--- config.mk ---
export PLATFORM = sky130hd
export DESIGN_NAME = cdc_handshake_tx
export DESIGN_NICKNAME = d
export VERILOG_FILES = /design/src/rtl/cdc_handshake_tx_pkg.sv /design/src/rtl/cdc_handshake_tx_ack_sync.sv /design/src/rtl/cdc_handshake_tx.sv
export SDC_FILE = /design/constraint.sdc
export NUM_CORES = 1
export LEC_CHECK = 0
export CAP_MARGIN = 30
export CORE_AREA = 2 2 41 70
export CTS_BUF_LIST = sky130_fd_sc_hd__clkbuf_8
export CTS_CLUSTER_DIAMETER = 100
export DETAILED_ROUTE_END_ITERATION = 12
export DIE_AREA = 0 0 43 72
export GPL_TIMING_DRIVEN = 0
export HOLD_SLACK_MARGIN = 0.08
export MAX_ROUTING_LAYER = met4
export PLACE_DENSITY_LB_ADDON = 0.08
export RECOVER_POWER = 100
export SYNTH_ARGS = -nofsm -noshare
export SYNTH_HDL_FRONTEND = slang
export SYNTH_SLANG_ARGS = --single-unit
--- constraint.sdc ---
create_clock -name CLK -period 3.2 [get_ports CLK]
set_input_delay 0.48 -clock CLK [delete_from_list [all_inputs] [get_ports CLK]]
set_output_delay 0.48 -clock CLK [all_outputs]
set_load 0.01 [all_outputs]
--- src/rtl/cdc_handshake_tx_pkg.sv ---
// Shared definitions for the source side of the toggle req/ack bus crossing.
// State encodings must match the receiver side.
package cdc_handshake_tx_pkg;

    typedef enum logic [1:0] {
        ST_IDLE     = 2'd0,
        ST_WAIT_ACK = 2'd1,
        ST_ERROR    = 2'd2
    } tx_state_t;

    // A disabled timeout (0) still needs a 1-bit counter so the vector is never zero-width.
    function automatic int cnt_width(input int timeout_cycles);
        return (timeout_cycles == 0) ? 1 : $clog2(timeout_cycles + 1);
    endfunction

endpackage

--- src/rtl/cdc_handshake_tx_ack_sync.sv ---
// Single-bit multi-flop synchronizer that brings the destination's ack toggle into CLK.
module ack_sync #(
    parameter int NUM_STAGES = 2
) (
    input  logic CLK,
    input  logic RST,
    input  logic async_in,
    output logic sync_out
);

    logic [NUM_STAGES-1:0] chain;

    always_ff @(posedge CLK or negedge RST) begin
        if (!RST) begin
            chain <= '0;
        end else begin
            chain <= {chain[NUM_STAGES-2:0], async_in};
        end
    end

    assign sync_out = chain[NUM_STAGES-1];

endmodule

--- src/rtl/cdc_handshake_tx.sv ---
// Source half of a 2-phase bus crossing: captures a word, toggles TX_REQ and waits
// for the matching synchronized RX_ACK toggle, flagging a sticky ERR on timeout.
module cdc_handshake_tx
    import cdc_handshake_tx_pkg::*;
#(
    parameter int BUS_WIDTH      = 8,
    parameter int NUM_STAGES     = 2,
    parameter int TIMEOUT_CYCLES = 256
) (
    input  logic                 CLK,
    input  logic                 RST,
    input  logic [BUS_WIDTH-1:0] SRC_DATA,
    input  logic                 SRC_VALID,
    output logic                 SRC_READY,
    output logic [BUS_WIDTH-1:0] TX_DATA,
    output logic                 TX_REQ,
    input  logic                 RX_ACK,
    output logic                 DONE,
    output logic                 ERR,
    input  logic                 ERR_CLR
);

    localparam int CNT_WIDTH = cnt_width(TIMEOUT_CYCLES);
    localparam logic [CNT_WIDTH-1:0] CNT_LAST =
        CNT_WIDTH'((TIMEOUT_CYCLES == 0) ? 0 : TIMEOUT_CYCLES - 1);
    localparam logic [CNT_WIDTH-1:0] CNT_MAX  = '1;

    tx_state_t              state;
    tx_state_t              state_next;
    logic [BUS_WIDTH-1:0]   tx_data_q;
    logic                   tx_req_q;
    logic                   done_q;
    logic                   err_q;
    logic [CNT_WIDTH-1:0]   cnt_q;
    logic [CNT_WIDTH-1:0]   cnt_next;
    logic                   load;
    logic                   done_next;
    logic                   err_set;
    logic                   ack_s;

    ack_sync #(
        .NUM_STAGES (NUM_STAGES)
    ) u_ack_sync (
        .CLK      (CLK),
        .RST      (RST),
        .async_in (RX_ACK),
        .sync_out (ack_s)
    );

    // The transfer completes when the synchronized ack parity catches up with TX_REQ.
    always_comb begin
        state_next = state;
        load       = 1'b0;
        done_next  = 1'b0;
        err_set    = 1'b0;
        cnt_next   = cnt_q;
        case (state)
            ST_IDLE: begin
                if (SRC_VALID) begin
                    load       = 1'b1;
                    cnt_next   = '0;
                    state_next = ST_WAIT_ACK;
                end
            end
            ST_WAIT_ACK: begin
                if (ack_s == tx_req_q) begin
                    state_next = ST_IDLE;
                    done_next  = 1'b1;
                end else if ((TIMEOUT_CYCLES != 0) && (cnt_q == CNT_LAST)) begin
                    state_next = ST_ERROR;
                    err_set    = 1'b1;
                end else if (cnt_q != CNT_MAX) begin
                    cnt_next = cnt_q + CNT_WIDTH'(1);
                end
            end
            ST_ERROR: begin
                if (ack_s == tx_req_q) begin
                    state_next = ST_IDLE;
                    done_next  = 1'b1;
                end
            end
            default: begin
                state_next = ST_IDLE;
            end
        endcase
    end

    always_ff @(posedge CLK or negedge RST) begin
        if (!RST) begin
            state     <= ST_IDLE;
            tx_data_q <= '0;
            tx_req_q  <= 1'b0;
            done_q    <= 1'b0;
            err_q     <= 1'b0;
            cnt_q     <= '0;
        end else begin
            state  <= state_next;
            done_q <= done_next;
            cnt_q  <= cnt_next;
            if (load) begin
                tx_data_q <= SRC_DATA;
                tx_req_q  <= ~tx_req_q;
            end
            // A timeout on the same edge as a clear keeps the flag set.
            if (err_set) begin
                err_q <= 1'b1;
            end else if (ERR_CLR) begin
                err_q <= 1'b0;
            end
        end
    end

    assign SRC_READY = (state == ST_IDLE);
    assign TX_DATA   = tx_data_q;
    assign TX_REQ    = tx_req_q;
    assign DONE      = done_q;
    assign ERR       = err_q;

endmodule

==> out/metrics.yaml, run 1 <==
status:
  outcome: "finished clean"
global_routing:
  antenna_found_initial: 0
  grt_max_degree: 16
  gr-total-overflow: 0
  grt_pass1_vias: 975
  grt_pass1_wl_um: 4340
  grt_use_total: 0.188
worst_hold_path:
  hold_path_class: "register to register"
clock_network:
  cts_buffer_depth: 2
  cts_tree: "built"
  numCtsBuffers: 3
  cts_setup_buffers: 0
  clock-sinks: 24
  clkTransAtPathRegs_ns: 0.08
  post_cts_resized: 0
  htreeDepth: 1
  postCtsHoldBufs: 0
  insertion_delay_ns: 0.27
  root_buffer: "clkbuf_8"
synth:
  synth_ff_type: "dfrtp_1"
  ys_types: 32
  synth_edf_count: 0
  yosysWarnings: 0
  syn_area_sq_um: 1200
  synth_cells: 107
  ys_seq_area_frac: 0.501
  avgSynthCellArea_sq_um: 11.2
  synth_seq_cells: 24
  async_flop_share: 1.00
  syn_nets: 127
floorplan:
  num_rows: 24
  io_pins: 25
  chipWidth_um: 43
  initial_core_util: 0.475
  core_sq_um: 2520
  die_area_sq_um: 3100
  die_h_um: 72
setup_path:
  slowest_stage: "clkbuf_1"
  critPathKind: "register to register"
  arrival_ns: 2.59
  critPathMaxFanout: 10
  path_cells: "ha_1 -> nand3_1 -> nor2_1 -> ha_1 -> o21ai_0 -> o211ai_1 -> clkbuf_1 -> o21ai_0 -> a22o_1"
  end_kind: "register"
  required_ns: 3.36
  max_stage_delay_ns: 0.43
  start_kind: "register"
drt:
  wl_um: 2400
  drc: 0
  drtIter0Drc: 8
  routedWlPerCell_um: 14.8
  firstDrtPassIters: 4
  vias: 906
  ant_nets: 0
  via_per_inst: 5.59
timing:
  layout_min_cycle_time_ns: 2.43
  finalMaxSlewViolations: 0
  max_slew_margin: 0.431
  worst_pin_slew_ns: 0.854
  finalCritPeriodShare: 0.760
  rsz0062_at_grt: "no"
  max_freq_mhz: 411
  hold_viol: 0
  finalSetupViolations: 0
  skew_ns: 0.00315
  setup_tns_ns: 0
layout:
  drive_gt1_frac: 0.118
  area_delta_synth_final_pct: 27.1
  final_cell_mix: "dfrtp_1, dlygate4sd3_1, nand2_1"
  layout_commonest_cell: "dfrtp_1"
  fillers: 221
  insertedDiodeCount: 0
  finalNetCount: 157
  utilization: 0.604
pwr:
  ir_drop_mv: 0.456
  p_per_area_nw_per_um2: 840
  power.leakage_uw: 0.000659
placed_design:
  dpl.hpwl_um: 1860
  place.gp.congestion: 0.823
  io_buffers: 24
run:
  drv_cap: 0
layout make-up:
class	count	area, sq um	share of cell area
buffer	3	12.5	0.00821
timing repair buffer	25	244	0.160
inverter	6	22.5	0.0148
sequential	24	601	0.394
multi-input combinational	74	557	0.365
clock buffer	4	55.1	0.0361
tap	26	32.5	0.0213
final timing paths:
check                           cells past startpoint                             to  slack [ns]                     startpoint
worst max-delay path                                9           cnt_q[1]$_DFFE_PN0P_        0.77           cnt_q[0]$_DFFE_PN0P_
worst min-delay path                                0  u_ack_sync.chain[1]$_DFF_PN0_        0.36  u_ack_sync.chain[0]$_DFF_PN0_
worst max register to register                      9           cnt_q[1]$_DFFE_PN0P_        0.77           cnt_q[0]$_DFFE_PN0P_
worst min register to register                      0  u_ack_sync.chain[1]$_DFF_PN0_        0.36  u_ack_sync.chain[0]$_DFF_PN0_
max in group asynchronous                           2                ERR$_DFFE_PN0P_        1.48                            RST
min in group asynchronous                           1  u_ack_sync.chain[1]$_DFF_PN0_        0.59                            RST
cells by family after synthesis:
kind of cell,after synthesis,share of synthesized area
AND/OR/NAND/NOR,37,0.167
AO/OA/AOI/OAI,18,0.116
flip-flops,24,0.501
buffers and inverters,9,0.0303
multiplexers,9,0.0846
XOR/XNOR,3,0.0282
adder cells (fa/ha/maj),7,0.0731
sequential cells by signal (all words and copies together) (netlist names):
name and flops:
cnt_q 9, ERR 1, state 2, u_ack_sync.chain 2, TX_DATA 8, DONE 1
TX_REQ 1
per-layer routing:
| layer | track usage | vias to the layer above | share of wire |
|---|---|---|---|
| li1 | - | 438 | - |
| met4 | 0.0808 | 0 | 0.021 |
| met1 | 0.182 | 438 | 0.39 |
| met3 | 0.0348 | 5 | 0.047 |
| met2 | 0.352 | 25 | 0.55 |
| met5 | - | - | 0 |
per-stage QoR:
step	total power [uW]	setup slack [ns]	hold slack [ns]	area, sq um	instances
global placement	1110	1.09	0.334	1470	157
detailed placement	1130	1.10	0.341	1490	158
global route	1380	0.480	0.378	1520	162
floorplan	858	1.33	0.184	1200	107
finish	1280	0.769	0.356	1520	162
CTS	1350	1.07	0.361	1540	162
worst max-delay path: cells and delay by family (launching register included):
family                     cells  cell delay [ns]
AOI/OAI and AO/OA              4             0.79
adders and majority gates      2             0.44
buffers and inverters          1             0.43
DFF                            1             0.42
and+or+nand+nor                2             0.25
Yosys cell counts (3+ instances only):
cell type / number / area share
a22o_1: 4 / 0.029
dfrtp_1: 24 / 0.50
ha_1: 7 / 0.073
inv_1: 6 / 0.019
mux2_2: 9 / 0.085
nand2_1: 12 / 0.038
nand2b_1: 4 / 0.021
nand3_1: 6 / 0.025
nand4_1: 3 / 0.016
o21ai_0: 3 / 0.013
where the power goes:
| part | total, uW | switching [uW] | leakage (uW) | internal (uW) |
|---|---|---|---|---|
| Clock | 205 | 94.9 | 0.0000288 | 110 |
| Sequential | 465 | 67.1 | 0.000306 | 398 |
| Combinational | 611 | 321 | 0.000325 | 290 |
| Total | 1280 | 483 | 0.000659 | 797 |
Note: power is estimated with default switching activity, not from simulation.
==> run 2: changes to the inputs <==
- CORE_AREA: 2 2 41 70 -> 2 2 42 72
- DIE_AREA: 0 0 43 72 -> 0 0 44 74
- clock period: 3.2 -> 2.2 ns (I/O delays scaled with it)
==> run 2 against run 1 <==
Net effect: hold slack gained 0.0022 ns; non-clock buffer count is the same; fmax grew 18%; first-iteration DRC count grew 13%; via count grew 1.1%; register-to-register slack lost 0.63 ns; critical path type unchanged; largest power group unchanged.
==> out/metrics.yaml, run 2 (synthesis gave the netlist of run 1 again) <==
timing:
  layout_min_cycle_time_ns: 2.06  # -0.371 ns
  holdWs_ns: 0.358  # +0.00218 ns
  finalMaxSlewViolations: 0  # unchanged
  finalCritPeriodShare: 0.936  # +0.177
  worst_pin_slew_ns: 0.936  # +0.0825 ns
  finalSetupViolations: 0  # unchanged
  skew_ns: 0.00512  # +0.00197 ns
  rsz0062_at_grt: "no"
  max_freq_mhz: 485  # +18%
  max_slew_margin: 0.376  # -0.0550
  setup_tns_ns: 0  # unchanged
  hold_viol: 0  # unchanged
  timing.final.ws_setup_ns: 0.140  # -0.629 ns
drt:
  met3_length_um: 109  # -3.5%
  vias: 916  # +1.1%
  ant_nets: 0  # unchanged
  drc: 0  # unchanged
  drtIter0Drc: 9  # +1
  highest_layer: "met4"
  met2_length_um: 1300  # -0.76%
  via_per_inst: 5.65  # +1.1%
  wl_um: 2370  # -1.2%
  routedWlPerCell_um: 14.7  # -1.2%
  wl_met1_um: 933  # +0.76%
  firstDrtPassIters: 4  # unchanged
clock_network:
  postCtsHoldBufs: 0  # unchanged
  cts_tree: "built"
  cts_buffer_depth: 2  # unchanged
  clock-sinks: 24  # unchanged
  clkTransAtPathRegs_ns: 0.08  # about the same
  cts_setup_buffers: 0  # unchanged
  insertion_delay_ns: 0.26  # about the same
  numCtsBuffers: 3  # unchanged
  post_cts_resized: 0  # unchanged
  htreeDepth: 1  # unchanged
  root_buffer: "clkbuf_8"
floorplan:
  die_h_um: 74  # +2.8%
  initial_core_util: 0.446  # -0.0296
  num_rows: 25  # +4.2%
  die_area_sq_um: 3260  # +5.2%
  chipWidth_um: 44  # +2.3%
  core_sq_um: 2690  # +6.6%
  io_pins: 25  # unchanged
layout:
  largest_reg_flops: 9  # unchanged
  drive_gt1_frac: 0.133  # +0.0157
  fillers: 225  # +1.8%
  insertedDiodeCount: 0  # unchanged
  multiInputGateArea_sq_um: 574  # +3.1%
  regArea_sq_um: 601  # unchanged
  final_cell_mix: "dfrtp_1, dlygate4sd3_1, nand2_1"
  stdcell_count: 162  # unchanged
  area_delta_synth_final_pct: 27.7
  layout_commonest_cell: "dfrtp_1"
  regMostFlops: "cnt_q"
  finalNetCount: 157  # unchanged
setup_path:
  slowest_stage: "dfrtp_1"
  cp_top_family: "compound AO/OA/AOI/OAI gates"
  start_kind: "register"
  path_buf_inv: 1  # unchanged
  critPathKind: "register to register"
  critPathLaunch: "cnt_q[0]$_DFFE_PN0P_"
  arrival_ns: 2.20  # -0.39 ns
  end_kind: "register"
  crit_top_cell: "ha_1"
  required_ns: 2.34  # -1.02 ns
  critPathMaxFanout: 10  # unchanged
  rr_startpoint: "cnt_q[0]$_DFFE_PN0P_"
  max_stage_delay_ns: 0.44  # about the same
  path_cells: "ha_1 -> nand3_1 -> nor2_1 -> ha_1 -> o21ai_2 -> o211ai_4 -> buf_2 -> a221o_1"
pwr:
  p_per_area_nw_per_um2: 1210  # +44%
  ir_drop_mv: 0.705  # +55%
  power.leakage_uw: 0.000660  # +0.13%
global_routing:
  grt_pass1_vias: 937  # -3.9%
  antenna_found_initial: 0  # unchanged
  grt_use_total: 0.170  # -0.0181
  grt_pass1_wl_um: 4030  # -7.2%
  grt_max_degree: 18  # +2
  gr-total-overflow: 0  # unchanged
placed_design:
  dpl.hpwl_um: 1830  # -1.4%
  io_buffers: 24  # unchanged
  dp_cells: 159  # +0.63%
  place.gp.congestion: 0.808  # -1.9%
  place_ws_ns: 0.0575  # -1.04 ns
status:
  outcome: "finished clean"
worst_hold_path:
  worstHoldStart: "u_ack_sync.chain[0]$_DFF_PN0_"
  hold_path_class: "register to register"
run:
  drv_cap: 0  # unchanged
run 2: final cells by class:
class | instances | share of cell area
flip-flops and latches | 24 | 0.392
multi-input cells | 74 | 0.375
repair buffers | 25 | 0.159
clock buffers | 3 | 0.0270
well taps | 27 | 0.0221
inverters | 6 | 0.0147
plain buffers | 3 | 0.00899
run 2: per-layer routing:
metal | up-vias | global-route usage
met3 | 2 | 0.0364
li1 | 438 | -
met2 | 20 | 0.289
met4 | 0 | 0.0976
met5 | - | -
met1 | 456 | 0.176
run 2: worst register-to-register path: stages, from the launching register on:
cell      delay, ns
dfrtp_1        0.44
ha_1           0.26
nand3_1        0.08
nor2_1         0.06
ha_1           0.23
o21ai_2        0.17
o211ai_4       0.14
buf_2          0.22
a221o_1        0.36
run 2: through the flow:
| step | power [uW] | cell area, sq um | utilization |
|---|---|---|---|
| after floorplan | 1250 | 1200 | - |
| after global placement | 1620 | 1470 | 0.547 |
| after detailed placement | 1650 | 1500 | 0.558 |
| after CTS | 1910 | 1540 | 0.573 |
| after global routing | 1980 | 1530 | 0.569 |
| final | 1860 | 1530 | 0.569 |
run 2: final timing paths:
kind	to	slack, ns	depth (start not counted)
worst max-delay path	cnt_q[7]$_DFFE_PN0P_	0.14	8
worst min-delay path	u_ack_sync.chain[1]$_DFF_PN0_	0.36	0
worst max register to register	cnt_q[7]$_DFFE_PN0P_	0.14	8
worst min register to register	u_ack_sync.chain[1]$_DFF_PN0_	0.36	0
max in group asynchronous	cnt_q[2]$_DFFE_PN0P_	0.63	2
min in group asynchronous	cnt_q[1]$_DFFE_PN0P_	0.40	1
run 2: power breakdown:
part / leakage (uW) / internal (uW) / switching (uW) / total (uW)
combinational: 0.000333 / 446 / 485 / 931
clock: 0.0000216 / 122 / 127 / 249
sequential: 0.000306 / 578 / 97.1 / 675
total: 0.000660 / 1150 / 709 / 1860
==> run 3: changes to the inputs <==
- GPL_TIMING_DRIVEN: 0 -> not set
- TNS_END_PERCENT: not set -> 5
==> run 3 against run 2 <==
Net effect: flip-flop and latch count unchanged; utilization grew 1.4 points; power up 5.2%; critical path type unchanged.
==> out/metrics.yaml, run 3 (synthesis gave the netlist of run 1 again) <==
drt:
  drtIter0Drc: 32  # +23
  via_per_inst: 5.79  # +2.4%
  drc: 0  # unchanged
  firstDrtPassIters: 4  # unchanged
  ant_nets: 0  # unchanged
  wl_um: 2390  # +0.59%
  routedWlPerCell_um: 14.4  # -1.8%
  vias: 961  # +4.9%
timing:
  max_freq_mhz: 476  # -1.9%
  holdWs_ns: 0.354  # -0.00438 ns
  hold_viol: 0  # unchanged
  skew_ns: 0.00176  # -0.00336 ns
  finalMaxSlewViolations: 0  # unchanged
  finalCritPeriodShare: 0.955  # +0.0185
  max_slew_margin: 0.141  # -0.235
  worst_pin_slew_ns: 1.29  # +0.352 ns
  finalSetupViolations: 0  # unchanged
  layout_min_cycle_time_ns: 2.10  # +0.0407 ns
  timing.final.ws_setup_ns: 0.0991  # -0.0407 ns
  setup_tns_ns: 0  # unchanged
status:
  outcome: "finished clean"
setup_path:
  slowest_stage: "dfrtp_1"
  start_kind: "register"
  critPathKind: "register to register"
  path_buf_inv: 1  # unchanged
  cp_top_family: "compound AO/OA/AOI/OAI gates"
  end_kind: "register"
  arrival_ns: 2.30  # +0.10 ns
  critPathMaxFanout: 11  # +1
  required_ns: 2.39  # +0.05 ns
  crit_top_cell: "ha_1"
  path_cells: "ha_1 -> nand3_1 -> nor2_2 -> ha_1 -> o21ai_2 -> o211ai_4 -> buf_4 -> nor4b_1 -> a311o_1"
  max_stage_delay_ns: 0.42  # -0.02 ns
layout:
  stdcell_count: 166  # +2.5%
  drive_gt1_frac: 0.165  # +0.0321
  finalNetCount: 161  # +2.5%
  regMostFlops: "cnt_q"
  area_delta_synth_final_pct: 30.8
  largest_reg_flops: 9  # unchanged
  final_cell_mix: "dfrtp_1, dlygate4sd3_1, nand2_1"
  fillers: 244  # +8.4%
  insertedDiodeCount: 0  # unchanged
  layout_commonest_cell: "dfrtp_1"
floorplan:
  initial_core_util: 0.446  # unchanged
  core_sq_um: 2690  # unchanged
  die_h_um: 74  # unchanged
  num_rows: 25  # unchanged
  chipWidth_um: 44  # unchanged
  io_pins: 25  # unchanged
  die_area_sq_um: 3260  # unchanged
global_routing:
  grt_use_total: 0.172  # +0.00187
  gr-total-overflow: 0  # unchanged
  antenna_found_initial: 0  # unchanged
  grt_max_degree: 25  # +7
  grt_pass1_wl_um: 4060  # +0.69%
  grt_pass1_vias: 965  # +3.0%
clock_network:
  htreeDepth: 1  # unchanged
  numCtsBuffers: 3  # unchanged
  cts_tree: "built"
  clkTransAtPathRegs_ns: 0.08  # about the same
  cts_buffer_depth: 2  # unchanged
  clock-sinks: 24  # unchanged
  root_buffer: "clkbuf_8"
  insertion_delay_ns: 0.26  # about the same
placed_design:
  dp_cells: 160  # +0.63%
  dpl.hpwl_um: 1780  # -2.7%
  place.gp.congestion: 0.784  # -3.0%
  place_ws_ns: 0.0231  # -0.0344 ns
  io_buffers: 24  # unchanged
pwr:
  power.leakage_uw: 0.000680  # +3.1%
  power_uw: 1950  # +5.2%
  p_per_area_nw_per_um2: 1240  # +2.6%
  ir_drop_mv: 0.659  # -6.5%
run:
  drv_cap: 0  # unchanged
worst_hold_path:
  hold_path_class: "register to register"
## run 3: cell types whose count changed in the layout (fill, tap and decap cells not counted), sizes merged
cell           delta
clkdlybuf4s50     +1
dlygate4sd3       -1
buf               +4
## run 3: repair_timing
action / 4_1_cts / 5_1_grt
gates resized for setup: 1 / 2
hold buffers: 0 / 0
endpoints found under the setup margin: 1 / 4
buffers inserted: 0 / 3
gates cloned: 0 / 0
endpoints found under the hold margin: 0 / 0
pin swaps: 0 / 2
## run 3: worst paths after layout
path / start / to / slack (ns) / cells past startpoint
worst max-delay path: cnt_q[0]$_DFFE_PN0P_ / cnt_q[2]$_DFFE_PN0P_ / 0.1 / 9
worst min-delay path: u_ack_sync.chain[0]$_DFF_PN0_ / u_ack_sync.chain[1]$_DFF_PN0_ / 0.35 / 0
worst max register to register: cnt_q[0]$_DFFE_PN0P_ / cnt_q[2]$_DFFE_PN0P_ / 0.1 / 9
worst min register to register: u_ack_sync.chain[0]$_DFF_PN0_ / u_ack_sync.chain[1]$_DFF_PN0_ / 0.35 / 0
max in group asynchronous: RST / cnt_q[6]$_DFFE_PN0P_ / 0.57 / 2
min in group asynchronous: RST / cnt_q[1]$_DFFE_PN0P_ / 0.87 / 2
## run 3: worst register-to-register path: cells and delay by family, from the launching register on
family | cells | cell delay, ns
and+or+nand+nor | 3 | 0.44
adders and majority gates | 2 | 0.44
AOI/OAI and AO/OA | 3 | 0.54
buffers and inverters | 1 | 0.20
DFF | 1 | 0.42
## run 3: final cells by class
cell class	count	area, sq um	area share
well taps	27	33.8	0.0215
repair buffers	32	293	0.187
flip-flops and latches	24	601	0.383
inverters	6	22.5	0.0144
clock buffers	3	41.3	0.0263
multi-input cells	74	577	0.368
## run 3: metal layers
layer | GRT usage | vias to the layer above | wire length (um)
li1 | - | 447 | -
met1 | 0.164 | 473 | 927
met2 | 0.315 | 33 | 1290
met3 | 0.0267 | 8 | 105
met4 | 0.0943 | 0 | 68
met5 | - | - | 0
## run 3: through the flow
step | util | cell area [sq um]
after floorplan | - | 1200
after global placement | 0.556 | 1500
after detailed placement | 0.556 | 1500
after CTS | 0.575 | 1550
after global routing | 0.583 | 1570
final | 0.583 | 1570
## run 3: report_power, final
| group | internal [uW] | leakage [uW] | switching [uW] |
|---|---|---|---|
| combinational | 532 | 0.000353 | 496 |
| clock | 122 | 0.0000216 | 126 |
| sequential | 579 | 0.000306 | 95.7 |
| total | 1230 | 0.000680 | 718 |
